--- config.mk ---
export PLATFORM = sky130hd
export DESIGN_NAME = goldschmidt_ctrl
export DESIGN_NICKNAME = d
export VERILOG_FILES = /design/src/rtl/goldschmidt_ctrl.sv
export SDC_FILE = /design/constraint.sdc
export NUM_CORES = 1
export LEC_CHECK = 0
export BUFFER_PORTS_ARGS = -buffer_cell sky130_fd_sc_hd__buf_2
export CORE_UTILIZATION = 46
export DETAILED_ROUTE_END_ITERATION = 7
export GPL_ROUTABILITY_DRIVEN = 0
export PLACE_DENSITY = 0.77
export SLEW_MARGIN = 5
export SYNTH_ARGS = -nofsm -noshare
export SYNTH_HDL_FRONTEND = slang
export SYNTH_SLANG_ARGS = --single-unit
--- constraint.sdc ---
create_clock -name clk -period 3.6 [get_ports clk]
set_input_delay 0.36 -clock clk [delete_from_list [all_inputs] [get_ports clk]]
set_output_delay 0.36 -clock clk [all_outputs]
set_load 0.01 [all_outputs]
--- src/rtl/goldschmidt_ctrl.sv ---
// goldschmidt_ctrl: sequencer for the two-stage Goldschmidt divider datapath.
// Accepts a divide request, issues D/N operand pairs with the K select,
// forwards rounded products back as operands and captures the quotient.
// Optional feature macro: GOLDSCHMIDT_DIVZERO_EN (short-cuts D_in == 0 to a
// saturated quotient with the dz flag set).
module goldschmidt_ctrl #(
    parameter int unsigned ITERS = 3
) (
    input  logic        clk,
    input  logic        reset,
    input  logic        start,
    input  logic [15:0] N_in,
    input  logic [15:0] D_in,
    input  logic [15:0] IA_in,
    output logic        busy,
    output logic        done,
    output logic [15:0] Q,
    output logic        dz,
    output logic [15:0] dp_N,
    output logic [15:0] dp_D,
    output logic [15:0] dp_IA,
    output logic        kSelect,
    output logic        ndSelect,
    input  logic [31:0] dp_result
);

    localparam int unsigned DW = 16;
    localparam int unsigned PW = 32;
    localparam int unsigned IW = 4;

    typedef enum logic [2:0] {
        IDLE    = 3'd0,
        ISSUE_D = 3'd1,
        ISSUE_N = 3'd2,
        DRAIN   = 3'd3,
        CAPTURE = 3'd4
    } state_t;

    state_t          state_q, state_d;
    logic [IW-1:0]   iter_q, iter_d;
    logic [DW-1:0]   n_q, n_d;
    logic [DW-1:0]   d_q, d_d;
    logic [DW-1:0]   ia_q, ia_d;
    logic [DW-1:0]   q_q, q_d;
    logic            busy_q, busy_d;
    logic            done_q, done_d;
    logic [DW-1:0]   rne_c;
    logic [DW-1:0]   dp_n_c, dp_d_c;
    logic            ksel_c, ndsel_c;
`ifdef GOLDSCHMIDT_DIVZERO_EN
    logic            dzp_q, dzp_d;
    logic            dz_q, dz_d;
`endif

    // Round a Q2.30 product to Q1.15, nearest-even, saturating on overflow.
    function automatic logic [DW-1:0] rne(input logic [PW-1:0] p);
        logic [DW:0] s;
        s = {1'b0, p[30:15]} + (DW+1)'(p[14] & (p[15] | (p[13:0] != 14'd0)));
        return (p[31] | s[DW]) ? {DW{1'b1}} : s[DW-1:0];
    endfunction

    // Rounded datapath product, forwarded as the next operand.
    always_comb rne_c = rne(dp_result);

    // Next-state, operand forwarding and datapath select generation.
    always_comb begin
        state_d = state_q;
        iter_d  = iter_q;
        n_d     = n_q;
        d_d     = d_q;
        ia_d    = ia_q;
        q_d     = q_q;
        busy_d  = busy_q;
        done_d  = 1'b0;
        dp_n_c  = n_q;
        dp_d_c  = d_q;
        ksel_c  = 1'b0;
        ndsel_c = 1'b1;
`ifdef GOLDSCHMIDT_DIVZERO_EN
        dzp_d   = dzp_q;
        dz_d    = dz_q;
`endif
        case (state_q)
            IDLE: begin
                if (start) begin
                    n_d     = N_in;
                    d_d     = D_in;
                    ia_d    = IA_in;
                    iter_d  = '0;
                    busy_d  = 1'b1;
                    state_d = ISSUE_D;
`ifdef GOLDSCHMIDT_DIVZERO_EN
                    dzp_d   = (D_in == '0);
                    if (D_in == '0) begin
                        state_d = CAPTURE;
                    end
`endif
                end
            end
            ISSUE_D: begin
                ndsel_c = 1'b0;
                ksel_c  = (iter_q != '0);
                if (iter_q != '0) begin
                    dp_d_c = rne_c;
                end
                d_d     = dp_d_c;
                state_d = ISSUE_N;
            end
            ISSUE_N: begin
                if (iter_q != '0) begin
                    dp_n_c = rne_c;
                end
                n_d = dp_n_c;
                if (iter_q == IW'(ITERS - 1)) begin
                    state_d = DRAIN;
                end else begin
                    iter_d  = iter_q + IW'(1);
                    state_d = ISSUE_D;
                end
            end
            DRAIN: begin
                state_d = CAPTURE;
            end
            CAPTURE: begin
                q_d     = rne_c;
`ifdef GOLDSCHMIDT_DIVZERO_EN
                if (dzp_q) begin
                    q_d = {DW{1'b1}};
                end
                dz_d    = dzp_q;
`endif
                done_d  = 1'b1;
                busy_d  = 1'b0;
                state_d = IDLE;
            end
            default: begin
                state_d = IDLE;
            end
        endcase
    end

    // Control and operand registers.
    always_ff @(posedge clk or negedge reset) begin
        if (!reset) begin
            state_q <= IDLE;
            iter_q  <= '0;
            n_q     <= '0;
            d_q     <= '0;
            ia_q    <= '0;
            q_q     <= '0;
            busy_q  <= 1'b0;
            done_q  <= 1'b0;
        end else begin
            state_q <= state_d;
            iter_q  <= iter_d;
            n_q     <= n_d;
            d_q     <= d_d;
            ia_q    <= ia_d;
            q_q     <= q_d;
            busy_q  <= busy_d;
            done_q  <= done_d;
        end
    end

`ifdef GOLDSCHMIDT_DIVZERO_EN
    // Divide-by-zero pending flag and reported flag.
    always_ff @(posedge clk or negedge reset) begin
        if (!reset) begin
            dzp_q <= 1'b0;
            dz_q  <= 1'b0;
        end else begin
            dzp_q <= dzp_d;
            dz_q  <= dz_d;
        end
    end
    assign dz = dz_q;
`else
    assign dz = 1'b0;
`endif

    assign busy     = busy_q;
    assign done     = done_q;
    assign Q        = q_q;
    assign dp_N     = dp_n_c;
    assign dp_D     = dp_d_c;
    assign dp_IA    = ia_q;
    assign kSelect  = ksel_c;
    assign ndSelect = ndsel_c;

endmodule

==> flow_summary.ini <==
[floorplanning]
rows = 32
core_region_area_um2 = 7770
die_w_um = 92.1
start_util = 0.481
die_h_um = 92.1
die_area_um2 = 8480
num_io_pins = 152

[yosys]
synth_ff_type = dfrtp_1
synth_area_per_cell_um2 = 8.80
ys_seq_area_frac = 0.489
ys_types = 46
syn_inst = 424
yosysTopAreaCell = dfrtp_1
synth-edff-count = 0
synth_nets = 511
synth_top_area_share = 0.489
ys_warn_count = 0
synth.area.top_cells = dfrtp_1 (49%), nand2_1 (9.1%), o21ai_0 (7.9%)
synth-seq-cells = 73
async_flop_share = 1.00
synth_area_um2 = 3730

[grt]
grt_first_pass_wirelength_mm = 17.1
grtUsageTotal = 0.259
antenna_found_initial = 1
grt_overflow = 0
grt_max_degree = 38
grt_pass1_vias = 3448

[clock_network]
clkTransAtPathRegs_ns = 0.08
clock-sinks = 73
postCtsSetupBuffers = 0
ctsLongestPathBuffers = 2
hold_buffers = 0
clk_latency_ns = 0.34
numCtsBuffers = 9
post_cts_resized = 0
cts-htree-levels = 3
tritoncts = built
clk_root_buffer_cell = clkbuf_8

[place]
dp_hpwl_mm = 7.82
port_buffers = 150

[timing]
timing.fmax_mhz = 343
finalHoldViolations = 0
min_period_ns = 2.92
tns_ns = 0
drv_slew = 0
fin_crit_sh = 0.810
grt_setup_unrepaired = false
max_slew_margin = 0.397
tightest_slew_ns = 0.901
finClkSkew_ns = 0.00461
setup_viol = 0

[run]
cap_violations = 0

[critical_path]
critPathCaptureType = primary output
cp.arrival_ns = 2.56
path_class = reg -> out
cp-start-kind = flop
required_ns = 3.24
path_max_fanout = 30

[route]
first_pass_iters = 6
drc = 0
top_layer_used = met4
wl_met2_mm = 5.15
drt-met1-wl_mm = 4.43
vias_per_cell = 5.56
routed_wl_mm = 10.7
wl_per_cell_um = 15.8
ant_nets = 0
via_count = 3755
met3_length_um = 872
drt_iter0_drc = 314

[power_and_ir_drop]
power.leakage_nw = 2.42
power_density_nw_per_um2 = 847
vdd_drop_max_v = 0.000483

[status]
outcome = finished clean

[cells_and_area]
areaGrowthSynthToFinish_pct = 28.4
final_nets = 654
fillers = 681
utilization = 0.617
mostFrequentLayoutCells = buf_2 (150), nand2_1 (90), dfrtp_1 (73)
final_common_cell = buf_2
layout-drive-gt1-share = 0.322

[worst_hold_path]
min_path_type = in -> async
[worst max-delay path, cell delays in order, from the launching register on]
cell     delay [ns]
dfrtp_1        0.40
inv_1          0.12
ha_1           0.17
or3b_1         0.43
nand2_1        0.10
buf_4          0.25
inv_1          0.26
o31ai_1        0.15
o21ai_0        0.15
buf_2          0.17
[final cells by class]
type	instances	area, um2	area share
Timing Repair Buffer	158	811	0.169
Clock inverter	6	91.3	0.0191
Tap cell	102	128	0.0266
Antenna cell	1	2.50	0.000522
Inverter	7	26.3	0.00548
Multi-Input combinational cell	318	1770	0.369
Sequential cell	73	1830	0.381
Clock buffer	10	138	0.0287
[synth_stat cells, types with 2 or more instances]
cell        n
ha_1        4
a222oi_1    3
clkbuf_1   13
o21ai_0    59
o21a_1      2
inv_1       7
or2_2       2
a41o_1      3
nand4_2     2
dfrtp_1    73
nor3_1      6
nor3b_1     3
nand3_1     6
nand4_1     6
nor4b_1     3
nor4_1      7
a221oi_1    2
o31ai_1     2
buf_1       3
a22oi_1    22
xor2_1      2
nor2_1     30
and2_1      3
buf_4       2
a21oi_1    26
mux2i_1     2
nand2_1    90
nand4bb_1   2
o22ai_1     6
and3_1      4
xnor2_1     6
buf_2       8
mux2_2      2
[state kept, by name, indices dropped and copies added, names as in the netlist]
name	cells
busy	1
iter_q	4
d_q	16
n_q	16
done	1
Q	16
dp_IA	16
state_q	3
[final timing paths]
| kind | slack, ns | startpoint | endpoint | depth (start not counted) |
|---|---|---|---|---|
| worst max-delay path | 0.68 | iter_q[0] | dp_D[8] | 9 |
| worst min-delay path | 0.07 | reset | n_q[9] | 1 |
| worst max register to register | 1.16 | state_q[2] | n_q[13] | 4 |
| worst min register to register | 0.48 | dp_IA[11] | dp_IA[11] | 2 |
| max in group asynchronous | 2.76 | reset | Q[6] | 2 |
| min in group clk | 0.20 | IA_in[11] | dp_IA[11] | 3 |
[kinds of logic after synthesis]
group / after synthesis / synth area share
multiplexers: 4 / 0.0114
flip-flops: 73 / 0.489
XOR/XNOR: 8 / 0.0188
AND/OR/NAND/NOR: 169 / 0.211
adder cells (fa/ha/maj): 4 / 0.0134
AO/OA/AOI/OAI: 132 / 0.218
buffers and inverters: 33 / 0.0379
other: 1 / 0.00100
[power by group]
part / switching, mW / internal (mW)
clock network: 0.315 / 0.411
registers: 0.229 / 1.21
logic: 1.14 / 0.754
total: 1.69 / 2.38
[routing by layer]
layer  vias to the layer above  global-route usage
met2                       178               0.419
li1                       1796                   -
met1                      1763               0.339
met3                        18              0.0730
met5                         -                   0
met4                         0              0.0781
[metrics by stage]
stage	hold WS (ns)	total power, mW	instances	setup slack (ns)	area (um2)
after floorplan	0.0644	2.58	424	1.42	3730
after global placement	0.450	3.27	658	1.09	4560
after detailed placement	0.453	3.34	658	1.04	4560
after CTS	0.0786	4.08	674	0.708	4790
after global routing	0.102	4.38	674	0.506	4790
final	0.0683	4.06	675	0.684	4790
No activity file was read; power rests on OpenSTA's default activity.
